## src/rtl/core_pkg.sv

```systemverilog
// Shared core definitions: branch-unit pc_sel encoding and the fetch sequencer states.
package core_pkg;

   localparam logic [1:0] PC_SEQ = 2'b00;
   localparam logic [1:0] PC_REL = 2'b01;
   localparam logic [1:0] PC_REG = 2'b10;

   typedef enum logic [2:0] {
      PC_BOOT,
      PC_RUN,
      PC_WAIT_MEM,
      PC_HELD,
      PC_HALT
   } pc_state_e;

endpackage

```

## src/rtl/pc_target.sv

```systemverilog
// Redirect target adder and word-alignment check for the fetch sequencer.
module pc_target
   import core_pkg::*;
#(
   parameter int XLEN = 32
) (
   input  logic [1:0]      i_pc_sel,
   input  logic [XLEN-1:0] i_ex_pc,
   input  logic [XLEN-1:0] i_imm,
   input  logic [XLEN-1:0] i_rs1,
   output logic [XLEN-1:0] o_target,
   output logic            o_misalign
);

   logic [XLEN-1:0] w_rel_sum;
   logic [XLEN-1:0] w_reg_sum;

   assign w_rel_sum = i_ex_pc + i_imm;
   assign w_reg_sum = i_rs1 + i_imm;

   // Register-indirect targets drop bit 0; anything else uses the PC-relative sum.
   assign o_target   = (i_pc_sel == PC_REG) ? {w_reg_sum[XLEN-1:1], 1'b0} : w_rel_sum;
   assign o_misalign = |o_target[1:0];

endmodule

```

## src/rtl/pc_ctrl.sv

```systemverilog
// IF-stage program counter, instruction-memory request sequencer and one-entry skid buffer.
module pc_ctrl
   import core_pkg::*;
#(
   parameter int              XLEN     = 32,
   parameter logic [XLEN-1:0] RESET_PC = '0
) (
   input  logic            clk_i,
   input  logic            rst_i,
   input  logic            stall_i,
   input  logic            ex_valid_i,
   input  logic [1:0]      pc_sel_i,
   input  logic [XLEN-1:0] ex_pc_i,
   input  logic [XLEN-1:0] imm_i,
   input  logic [XLEN-1:0] rs1_i,
   output logic            imem_req_o,
   output logic [XLEN-1:0] imem_addr_o,
   input  logic            imem_ready_i,
   input  logic [31:0]     imem_rdata_i,
   output logic            if_valid_o,
   output logic [31:0]     if_instr_o,
   output logic [XLEN-1:0] if_pc_o,
   output logic            flush_o,
   output logic            misalign_o,
   output logic            halted_o
);

   pc_state_e       r_state, w_state_n;
   logic [XLEN-1:0] r_pc, w_pc_n;
   logic [XLEN-1:0] r_pend, w_pend_n;
   logic            r_disc, w_disc_n;
   logic [31:0]     r_skid_instr;
   logic [XLEN-1:0] r_skid_pc;
   logic            r_misal;

   logic [XLEN-1:0] w_tgt;
   logic            w_tgt_bad;
   logic            w_redir;
   logic            w_req;
   logic            w_deliver;
   logic            w_present;
   logic            w_skid_ld;

   pc_target #(.XLEN(XLEN)) u_target (
      .i_pc_sel   (pc_sel_i),
      .i_ex_pc    (ex_pc_i),
      .i_imm      (imm_i),
      .i_rs1      (rs1_i),
      .o_target   (w_tgt),
      .o_misalign (w_tgt_bad)
   );

   assign w_redir = ~rst_i & ex_valid_i & ((pc_sel_i == PC_REL) | (pc_sel_i == PC_REG))
                    & (r_state != PC_HALT);

   // Next-state / fetch decisions; a redirect overrides whatever the state would do.
   always_comb begin
      w_state_n = r_state;
      w_pc_n    = r_pc;
      w_pend_n  = r_pend;
      w_disc_n  = r_disc;
      w_skid_ld = 1'b0;
      w_req     = 1'b0;
      w_deliver = 1'b0;
      w_present = 1'b0;
      case (r_state)
         PC_BOOT: w_state_n = PC_RUN;
         PC_RUN: begin
            w_req = ~stall_i & ~w_redir;
            if (w_req) begin
               if (imem_ready_i) begin
                  w_deliver = 1'b1;
                  w_pc_n    = r_pc + XLEN'(4);
               end else begin
                  w_state_n = PC_WAIT_MEM;
               end
            end
         end
         PC_WAIT_MEM: begin
            // address must stay put until the memory answers
            w_req = 1'b1;
            if (imem_ready_i) begin
               w_state_n = PC_RUN;
               if (r_disc) begin
                  w_pc_n   = r_pend;
                  w_disc_n = 1'b0;
               end else if (!stall_i) begin
                  w_deliver = 1'b1;
                  w_pc_n    = r_pc + XLEN'(4);
               end else begin
                  w_skid_ld = 1'b1;
                  w_pc_n    = r_pc + XLEN'(4);
                  w_state_n = PC_HELD;
               end
            end
         end
         PC_HELD: begin
            if (!stall_i) begin
               w_present = 1'b1;
               w_state_n = PC_RUN;
            end
         end
         PC_HALT: ;
         default: w_state_n = PC_BOOT;
      endcase
      if (w_redir) begin
         w_deliver = 1'b0;
         w_present = 1'b0;
         w_skid_ld = 1'b0;
         if (w_tgt_bad) begin
            // faulting redirect: freeze the PC and stop fetching
            w_pc_n    = r_pc;
            w_disc_n  = 1'b0;
            w_state_n = PC_HALT;
         end else if ((r_state == PC_WAIT_MEM) && !imem_ready_i) begin
            // request in flight: remember the target, drop the word when it lands
            w_pc_n    = r_pc;
            w_pend_n  = w_tgt;
            w_disc_n  = 1'b1;
            w_state_n = PC_WAIT_MEM;
         end else begin
            w_pc_n    = w_tgt;
            w_disc_n  = 1'b0;
            w_state_n = PC_RUN;
         end
      end
   end

   // State, PC, pending target, skid buffer and misalign pulse registers.
   always_ff @(posedge clk_i) begin
      if (rst_i) begin
         r_state      <= PC_BOOT;
         r_pc         <= RESET_PC;
         r_pend       <= '0;
         r_disc       <= 1'b0;
         r_skid_instr <= '0;
         r_skid_pc    <= '0;
         r_misal      <= 1'b0;
      end else begin
         r_state <= w_state_n;
         r_pc    <= w_pc_n;
         r_pend  <= w_pend_n;
         r_disc  <= w_disc_n;
         r_misal <= w_redir & w_tgt_bad;
         if (w_skid_ld) begin
            r_skid_instr <= imem_rdata_i;
            r_skid_pc    <= r_pc;
         end
      end
   end

   assign imem_req_o  = w_req & ~rst_i;
   assign imem_addr_o = r_pc;
   assign if_valid_o  = (w_deliver | w_present) & ~rst_i;
   assign if_instr_o  = !if_valid_o ? 32'h0 : (w_present ? r_skid_instr : imem_rdata_i);
   assign if_pc_o     = !if_valid_o ? '0 : (w_present ? r_skid_pc : r_pc);
   assign flush_o     = w_redir & ~w_tgt_bad;
   assign misalign_o  = r_misal;
   assign halted_o    = (r_state == PC_HALT);

endmodule
```

## config.mk

```make
export PLATFORM = sky130hd
export DESIGN_NAME = pc_ctrl
export DESIGN_NICKNAME = d
export VERILOG_FILES = /design/src/rtl/core_pkg.sv /design/src/rtl/pc_target.sv /design/src/rtl/pc_ctrl.sv
export SDC_FILE = /design/constraint.sdc
export NUM_CORES = 1
export LEC_CHECK = 0
export ABC_CLOCK_PERIOD_IN_PS = 4210
export BUFFER_PORTS_ARGS = -buffer_cell sky130_fd_sc_hd__buf_4
export CAP_MARGIN = 5
export CORE_UTILIZATION = 43
export DETAILED_ROUTE_END_ITERATION = 16
export HOLD_SLACK_MARGIN = 0.02
export PLACE_DENSITY = 0.66
export RECOVER_POWER = 25
export SKIP_LAST_GASP = 1
export SLEW_MARGIN = 20
export SYNTH_ARGS = -nofsm -noshare
export SYNTH_HDL_FRONTEND = slang
export SYNTH_HIERARCHICAL = 1
export SYNTH_SLANG_ARGS = --single-unit
```

## constraint.sdc

```tcl
create_clock -name clk_i -period 4.21 [get_ports clk_i]
set_clock_uncertainty 0.15 [all_clocks]
set_input_delay 0.6315 -clock clk_i [delete_from_list [all_inputs] [get_ports clk_i]]
set_output_delay 0.6315 -clock clk_i [all_outputs]
set_load 0.1 [all_outputs]
```

==> results.py, run 1 <==
metrics = {
    "floorplan": {
        "core_um2": 24250,
        "die_h_um": 159.1,
        "ioPinCount": 236,
        "start_util_pct": 43.78,
        "die-area_um2": 25320,
        "fp.dieW_um": 159.1,
        "placementRows": 57,
    },
    "power_and_ir_drop": {
        "max-vdd-ir-drop_v": 0.0002738,
        "p_leak_uw": 0.005157,
        "powerDensity_nw_per_um2": 401.1,
    },
    "clock_network": {
        "cts_max_level": 4,
        "postCtsSetupBuffers": 0,
        "clkTransAtPathRegs_ns": 0.06,
        "cts_buffers": 17,
        "clkLatencyLatePin_ns": 0.42,
        "ctsHoldBuffers": 0,
        "clk_path_buf_depth": 2,
        "root_buffer": "clkbuf_16",
        "cts_tree": "done",
        "cts_sinks": 133,
        "ctsResizeCount": 0,
    },
    "critical_path": {
        "crit_path_end_kind": "output pin",
        "rr_startpoint": "r_state[2]",
        "slowest_delay_ns": 0.62,
        "reg2reg_to": "r_skid_pc[18]",
        "critical_path.top_delay_family": "simple AND/OR/NAND/NOR gates",
        "crit_slowest_cell": "dfxtp_1",
        "critPathLaunchType": "flop",
        "crit_fanout": 35,
        "worstPathArrival_ns": 3.07,
        "path_buf_inv": 2,
        "worstSetupPathType": "flop to output pin",
        "r2r_slack_ns": 0.38,
        "path_cells": "nor3b_4 > nor3_1 > nor4_1 > o21ai_4 > buf_12 > a21oi_2 > buf_4",
        "required_ns": 3.43,
        "r2r_cells": 7,
    },
    "detailed_routing": {
        "vias": 11570,
        "drt_wl_total_mm": 33.79,
        "drc": 0,
        "viasPerCell": 5.651,
        "wire_per_inst_um": 16.50,
        "ant_nets": 0,
        "drt_first_pass_iters": 5,
        "drtIter0Drc": 1228,
    },
    "timing": {
        "final.setup.tns_ns": 0,
        "min_period_ns": 3.855,
        "hold_viol_final": 0,
        "fmax_mhz": 259.4,
        "tightest_slew_ns": 1.421,
        "relSlewSlack_pct": 5.274,
        "slew_violations": 0,
        "min_period_over_period_pct": 91.56,
        "rsz0062_at_grt": "no",
        "setup_viol": 0,
    },
    "place": {
        "dp_hpwl_mm": 24.00,
        "dpl_cell_area_um2": 12860,
        "portBuffers": 235,
        "gp_congestion": 0.8943,
    },
    "finish": {
        "diodes": 0,
        "drive_above_1_share_pct": 21.36,
        "nets": 1909,
        "final_cell_area_um2": 13340,
        "mostFrequentLayoutCell": "nand2_1",
        "layout_common_cells": "nand2_1 (401), buf_4 (218), a21oi_1 (171)",
        "area_delta_synth_final_pct": 25.63,
    },
    "grt": {
        "grt_pass1_vias": 10410,
        "top_usage_layer": "met2",
        "gr-usage-met1_pct": 37.10,
        "grt_overflow": 0,
        "grtUsageMet2_pct": 40.65,
        "grt_pass1_wl_mm": 54.05,
        "grtUsageMet3_pct": 3.308,
        "grt.total_usage_pct": 25.72,
        "grt_start_max_net_pins": 79,
        "antenna_found_initial": 0,
    },
    "run": {
        "max_cap_violations": 0,
    },
    "hold_path": {
        "hp-start": "r_pend[1]",
        "hold_end": "r_pend[1]",
        "hold_depth": 2,
        "hp-class": "flop to flop",
    },
    "synth": {
        "async_flop_share_pct": 0,
        "synth_edf_count": 0,
        "ys_seq_elements": 133,
        "syn_inst": 1542,
        "yosys-top-cells-area": "dfxtp_1 (25%), nand2_1 (14%), a21oi_1 (11%)",
        "ys.warnings.count": 6,
        "synth_area_leader_cell": "dfxtp_1",
        "yosysSeqAreaShare_pct": 25.08,
        "synth_cell_types": 81,
        "avgSynthCellArea_um2": 6.885,
        "syn_area_um2": 10620,
        "synthesis.nets": 1741,
        "yosysTopAreaCellShare_pct": 25.08,
        "ys.flop_type": "dfxtp_1",
    },
    "outcome": {
        "status": "finished clean",
    },
}
synthesized netlist by cell type, drive strengths merged, types with 3 or more instances:
cell type and count:
a311oi 7, o31a 8, nand3 30, nand2 401
a21o 29, nor2b 10, o31ai 14, or2 3
and3 7, a21oi 235, a221oi 13, clkbuf 73
nor4 11, o21bai 8, dfxtp 133, o21ai 70
a31oi 6, o211a 4, inv 17, a211oi 31
nor3 26, o211ai 6, nor3b 7, buf 37
a31o 11, and2 8, nand4 17, ha 62
nor2 96, or3 14, o21a 9, nand2b 11
o41ai 3, a211o 4, or4 5, mux2i 8
and4 12, xnor2 37, xor2 29
cells by family (layout without fill, tap and decap cells):
group                      Yosys count  count (layout)  share of synthesized area (%)
muxes                                8               8                         0.7543
adders and majority gates           64              64                          7.684
DFF                                133             133                          25.08
xor gates and xnor gates            66              66                          5.445
AOI/OAI and AO/OA                  478             478                          28.44
and+or+nand+nor                    665             665                          27.72
buffers and inverters              128             309                          4.879
area by class of cell:
cell class | instances | area [µm²]
multi-input combinational | 1281 | 7735
clock buffer | 20 | 466.7
inverter | 18 | 67.56
timing repair buffer | 259 | 1848
clock inverter | 12 | 152.6
tap | 324 | 405.4
fill | 2446 | 10910
sequential | 133 | 2663
worst max-delay path by stage:
stage / from / to / depth (start not counted)
2_1_floorplan: r_state[1] / if_pc_o[22] / 7
3_3_place_gp: ex_pc_i[0] / imem_addr_o[28] / 15
3_5_place_dp: ex_pc_i[0] / imem_addr_o[28] / 15
4_1_cts: r_state[2] / if_pc_o[3] / 7
5_1_grt: r_state[2] / r_skid_pc[26] / 7
6_report: r_state[2] / if_pc_o[3] / 7
per-layer routing:
metal	up-vias	share of wire, %
met5	-	0
met4	0	1.1
met3	30	6.8
met2	435	45
met1	5324	47
li1	5779	-
worst min-delay path, cell delays in order, from the launching register on:
cell and delay (ns):
dfxtp_1 0.30, nand2_1 0.05, a21oi_1 0.05
registers in the layout (all words and copies together), names as in the netlist:
register and flops:
imem_addr_o 32, r_pend 32, r_skid_instr 32, r_skid_pc 32, r_state 3, misalign_o 1, r_disc 1
power breakdown:
group | leakage [µW] | internal [µW] | switching, µW
combinational | 0.00379 | 663 | 1590
clock | 0.000294 | 976 | 561
sequential | 0.00107 | 1350 | 207
total | 0.00516 | 2990 | 2360
stage by stage:
stage	util [%]	hold slack, ns	setup WS [ns]	instances	power [µW]
2_1_floorplan	-	0.2820	0.1042	1542	3267
3_3_place_gp	53.02	0.2875	0.1858	2015	3852
3_5_place_dp	53.02	0.2935	0.1166	2015	3867
4_1_cts	55.58	0.3007	0.3720	2047	5411
5_1_grt	55.01	0.3059	0.1564	2047	5611
6_report	55.01	0.3018	0.3553	2047	5349
Note: power is estimated with default switching activity, not from simulation.
==> run 2, diff against run 1 <==
--- a/config.mk
+++ b/config.mk
@@ -8,10 +8,13 @@
 export ABC_CLOCK_PERIOD_IN_PS = 4210
 export BUFFER_PORTS_ARGS = -buffer_cell sky130_fd_sc_hd__buf_4
 export CAP_MARGIN = 5
-export CORE_UTILIZATION = 43
+export CELL_PAD_IN_SITES_DETAIL_PLACEMENT = 0
+export CELL_PAD_IN_SITES_GLOBAL_PLACEMENT = 1
+export CORE_UTILIZATION = 39
 export DETAILED_ROUTE_END_ITERATION = 16
 export HOLD_SLACK_MARGIN = 0.02
-export PLACE_DENSITY = 0.66
+export MAX_ROUTING_LAYER = met4
+export PLACE_DENSITY_LB_ADDON = 0.1
 export RECOVER_POWER = 25
 export SKIP_LAST_GASP = 1
 export SLEW_MARGIN = 20
==> run 2 against run 1 <==
Critical endpoint is now if_pc_o[29]. Utilization fell by 4.8 points. Die area rose by 10%. Maximum frequency shrank 1.8%. Count of clock-buffer cells in the layout is 3 lower. First-iteration DRC count fell by 36%. Via count down 0.48%. Sequential share of layout area shrank 0.17 points. Worst hold slack about the same. Critical path depth unchanged.
==> results.py, run 2 (synthesized netlist as in run 1, its figures left out) <==
metrics = {
    "outcome": {
        "status": "finished clean",
    },
    "place": {
        "dp_hpwl_mm": 25.54,
        "portBuffers": 235,
        "dpl_cell_area_um2": 12950,
        "place_inst": 2040,
        "gp_congestion": 0.9308,
    },
    "hold_path": {
        "hp-class": "flop to flop",
    },
    "floorplan": {
        "core_um2": 26800,
        "fp.dieW_um": 167.0,
        "ioPinCount": 236,
        "die_h_um": 167.0,
        "start_util_pct": 39.61,
        "placementRows": 60,
        "die-area_um2": 27890,
    },
    "finish": {
        "layout_common_cells": "nand2_1 (401), buf_4 (225), a21oi_1 (171)",
        "mostFrequentLayoutCell": "nand2_1",
        "diodes": 0,
        "nets": 1917,
        "area_delta_synth_final_pct": 26.74,
        "fillers": 2782,
        "final_cell_area_um2": 13460,
        "drive_above_1_share_pct": 21.66,
        "instances_no_fill": 2072,
        "final_core_util_pct": 50.21,
    },
    "timing": {
        "hold_viol_final": 0,
        "fmax_mhz": 254.8,
        "tightest_slew_ns": 1.280,
        "slew_violations": 0,
        "relSlewSlack_pct": 15.05,
        "rsz0062_at_grt": "no",
        "min_period_ns": 3.924,
        "final.setup.tns_ns": 0,
        "min_period_over_period_pct": 93.21,
        "setup_viol": 0,
    },
    "power_and_ir_drop": {
        "finalPower_uw": 5476,
        "p_leak_uw": 0.005218,
        "powerDensity_nw_per_um2": 406.9,
        "max-vdd-ir-drop_v": 0.0003116,
    },
    "grt": {
        "grt.total_usage_pct": 25.36,
        "grt_start_max_net_pins": 85,
        "grt_pass1_wl_mm": 56.26,
        "grt_overflow": 0,
        "antenna_found_initial": 0,
        "grt_pass1_vias": 10530,
    },
    "detailed_routing": {
        "drc": 0,
        "drt_wl_total_mm": 34.87,
        "wire_per_inst_um": 16.83,
        "drt_first_pass_iters": 5,
        "vias": 11510,
        "ant_nets": 0,
        "viasPerCell": 5.556,
        "drtIter0Drc": 785,
    },
    "clock_network": {
        "ctsHoldBuffers": 0,
        "clkLatencyLatePin_ns": 0.42,
        "cts_tree": "done",
        "ctsResizeCount": 0,
        "cts_max_level": 4,
        "clk_path_buf_depth": 2,
        "cts_buffers": 17,
        "cts_sinks": 133,
        "postCtsSetupBuffers": 0,
        "root_buffer": "clkbuf_16",
        "clkTransAtPathRegs_ns": 0.06,
    },
    "run": {
        "max_cap_violations": 0,
    },
    "critical_path": {
        "crit_fanout": 31,
        "crit_path_end_kind": "output pin",
        "required_ns": 3.43,
        "critPathLaunchType": "flop",
        "worstSetupPathType": "flop to output pin",
        "worstPathArrival_ns": 3.14,
    },
}
[run 2: through the flow]
stage | hold slack, ns | setup WS, ns
floorplan | 0.2820 | 0.1042
global placement | 0.2875 | 0.1255
detailed placement | 0.2942 | 0.04139
CTS | 0.2977 | 0.2895
global route | 0.3011 | 0.1186
finish | 0.3020 | 0.2861
[run 2: final timing paths]
kind	from	to	slack, ns	cells past startpoint
worst min register to register	r_pend[30]	r_pend[30]	0.30	2
worst max register to register	r_state[2]	r_skid_pc[31]	0.72	7
worst max-delay path	r_state[2]	if_pc_o[29]	0.29	7
worst min-delay path	r_pend[30]	r_pend[30]	0.30	2
[run 2: final cells by class]
| type | count | area [µm²] | area share (%) |
|---|---|---|---|
| clock buffers | 17 | 425.4 | 3.162 |
| clock inverters | 15 | 219.0 | 1.627 |
| inverters | 18 | 67.56 | 0.5021 |
| multi-input cells | 1281 | 7735 | 57.49 |
| flip-flops and latches | 133 | 2663 | 19.79 |
| well taps | 341 | 426.7 | 3.171 |
| repair buffers | 267 | 1919 | 14.26 |
[run 2: report_power, final]
group / internal (µW) / switching [µW] / total (µW)
logic: 673 / 1610 / 2290
registers: 1350 / 208 / 1560
clock network: 1010 / 620 / 1630
total: 3030 / 2440 / 5480
[run 2: per-layer routing]
metal	track usage [%]	vias to the layer above	part of all wire, %
met5	-	-	0
li1	-	5820	-
met3	2.804	29	5.1
met2	38.38	369	44
met1	35.86	5294	50
met4	5.878	0	1.3
[run 2: worst max-delay path, stage by stage (launching register included)]
cell	delay [ns]
dfxtp_1	0.62
nor3b_4	0.44
nor3_1	0.13
nor4_1	0.50
o21ai_4	0.29
buf_12	0.27
a21oi_2	0.14
buf_4	0.31
==> run 3, diff against run 2 <==
--- a/config.mk
+++ b/config.mk
@@ -8,13 +8,11 @@
 export ABC_CLOCK_PERIOD_IN_PS = 4210
 export BUFFER_PORTS_ARGS = -buffer_cell sky130_fd_sc_hd__buf_4
 export CAP_MARGIN = 5
-export CELL_PAD_IN_SITES_DETAIL_PLACEMENT = 0
-export CELL_PAD_IN_SITES_GLOBAL_PLACEMENT = 1
-export CORE_UTILIZATION = 39
+export CORE_UTILIZATION = 56
 export DETAILED_ROUTE_END_ITERATION = 16
 export HOLD_SLACK_MARGIN = 0.02
 export MAX_ROUTING_LAYER = met4
-export PLACE_DENSITY_LB_ADDON = 0.1
+export PLACE_DENSITY = 0.82
 export RECOVER_POWER = 25
 export SKIP_LAST_GASP = 1
 export SLEW_MARGIN = 20
==> run 3 against run 2 <==
Combinational power down 2%. Worst hold slack better by 0.00099 ns. Count of clock-buffer cells in the layout up 4. Register-to-register slack worse by 0.17 ns. Maximum frequency up 0.51%. Largest power group unchanged. The run now ends with capacitance limit, slew limit left. Critical path depth unchanged. Die area down 30%. Global-route usage up 8.5 points. Critical endpoint is now if_instr_o[10]. Non-clock buffer count down 10. Worst setup slack better by 0.020 ns. Clock power down 9%. Critical path type unchanged. Via count up 2.1%.
==> results.py, run 3 (synthesized netlist as in run 1, its figures left out) <==
metrics = {
    "power_and_ir_drop": {
        "p_leak_uw": 0.005131,
        "finalPower_uw": 5295,
        "max-vdd-ir-drop_v": 0.0003249,
        "powerDensity_nw_per_um2": 401.8,
    },
    "grt": {
        "grt_start_max_net_pins": 88,
        "grt_pass1_vias": 10570,
        "grt_overflow": 0,
        "grt_pass1_wl_mm": 52.56,
        "grt.total_usage_pct": 33.82,
        "antenna_found_initial": 0,
    },
    "floorplan": {
        "placementRows": 49,
        "ioPinCount": 236,
        "start_util_pct": 58.11,
        "die_h_um": 139.7,
        "die-area_um2": 19510,
        "core_um2": 18270,
        "fp.dieW_um": 139.7,
    },
    "critical_path": {
        "critPathLaunchType": "flop",
        "worstPathArrival_ns": 3.12,
        "r2r_slack_ns": 0.55,
        "required_ns": 3.43,
        "rr_startpoint": "r_state[0]",
        "path_cells": "nor3b_4 > nor3_1 > nor4_1 > o21ai_4 > buf_12 > a21oi_2 > buf_4",
        "crit_path_end_kind": "output pin",
        "crit_fanout": 31,
        "worst-path-stages": 7,
        "slowest_delay_ns": 0.59,
        "critical_path.top_delay_family": "simple AND/OR/NAND/NOR gates",
        "path_buf_inv": 2,
        "reg2reg_to": "imem_addr_o[20]",
        "crit_slowest_cell": "dfxtp_1",
        "r2r_cells": 6,
        "worstSetupPathType": "flop to output pin",
    },
    "detailed_routing": {
        "drt_first_pass_iters": 5,
        "ant_nets": 0,
        "wire_per_inst_um": 16.75,
        "drt_wl_total_mm": 32.67,
        "drtIter0Drc": 896,
        "vias": 11750,
        "drc": 0,
        "viasPerCell": 6.028,
    },
    "outcome": {
        "status": "finished with violations",
        "violations": "capacitance limit, slew limit",
    },
    "clock_network": {
        "cts_max_level": 4,
        "postCtsSetupBuffers": 0,
        "cts_tree": "done",
        "root_buffer": "clkbuf_16",
        "ctsResizeCount": 0,
        "cts_sinks": 133,
        "clk_path_buf_depth": 2,
        "cts_buffers": 17,
        "clkLatencyLatePin_ns": 0.43,
        "ctsHoldBuffers": 0,
        "clkTransAtPathRegs_ns": 0.05,
    },
    "timing": {
        "slew_violations": 31,
        "tightest_slew_ns": 1.546,
        "min_period_over_period_pct": 92.74,
        "relSlewSlack_pct": -3.079,
        "min_period_ns": 3.904,
        "hold_viol_final": 0,
        "rsz0062_at_grt": "no",
        "fmax_mhz": 256.1,
        "setup_viol": 0,
    },
    "finish": {
        "fillers": 1625,
        "nets": 1907,
        "drive_above_1_share_pct": 21.09,
        "final_cell_area_um2": 13180,
        "diodes": 0,
        "mostFrequentLayoutCell": "nand2_1",
        "layout_common_cells": "nand2_1 (401), buf_4 (217), a21oi_1 (171)",
        "area_delta_synth_final_pct": 24.12,
    },
    "hold_path": {
        "hp-start": "r_skid_pc[14]",
        "hold_end": "r_skid_pc[14]",
        "hp-class": "flop to flop",
        "hold_depth": 2,
    },
    "place": {
        "dp_hpwl_mm": 23.56,
        "portBuffers": 235,
        "gp_congestion": 0.9511,
        "dpl_cell_area_um2": 12730,
    },
    "run": {
        "max_cap_violations": 1,
    },
}
run 3: area by class of cell:
class,count,area [µm²],area share [%]
repair buffers,257,1831,13.89
flip-flops and latches,133,2663,20.21
inverters,18,67.56,0.5127
clock buffers,21,470.5,3.570
clock inverters,11,125.1,0.9495
well taps,229,286.5,2.174
multi-input cells,1281,7735,58.70
run 3: report_power, final:
part	internal, µW	switching [µW]	total (µW)	leakage (µW)
registers	1350	208	1560	0.00107
clock network	918	564	1480	0.000278
logic	661	1590	2250	0.00378
run 3: layer usage:
metal | wire [µm] | global-route usage (%) | vias up
met1 | 14460 | 43.73 | 5388
met4 | 726 | 10.64 | 0
met3 | 2387 | 4.852 | 67
met2 | 15090 | 54.26 | 518
li1 | - | - | 5781
met5 | 0 | - | -
run 3: worst max-delay path by stage:
stage | from | to | slack [ns]
floorplan | r_state[1] | if_pc_o[22] | 0.10
global placement | ex_pc_i[0] | imem_addr_o[28] | 0.17
detailed placement | ex_pc_i[0] | imem_addr_o[28] | -0.009
CTS | r_state[2] | if_instr_o[10] | 0.39
global route | r_state[2] | if_instr_o[26] | 0.13
finish | r_state[2] | if_instr_o[10] | 0.31
run 3: worst reg2reg max path, cell delays in order (launching register included):
cell	delay, ns
dfxtp_1	0.60
nor2b_1	0.14
o221ai_1	0.76
o31a_1	0.27
clkbuf_1	1.12
nand2_1	0.24
a221oi_1	0.29
run 3: through the flow:
step,worst slack (ns),util (%),setup TNS (ns),cells,hold WS (ns)
after floorplan,0.1042,-,0,1542,0.2820
after global placement,0.1713,69.64,0,1918,0.2876
after detailed placement,-0.009231,69.66,-0.009231,1918,0.2948
after CTS,0.3926,72.92,0,1950,0.3035
after global routing,0.1329,72.13,0,1950,0.3095
final,0.3058,72.13,0,1950,0.3029
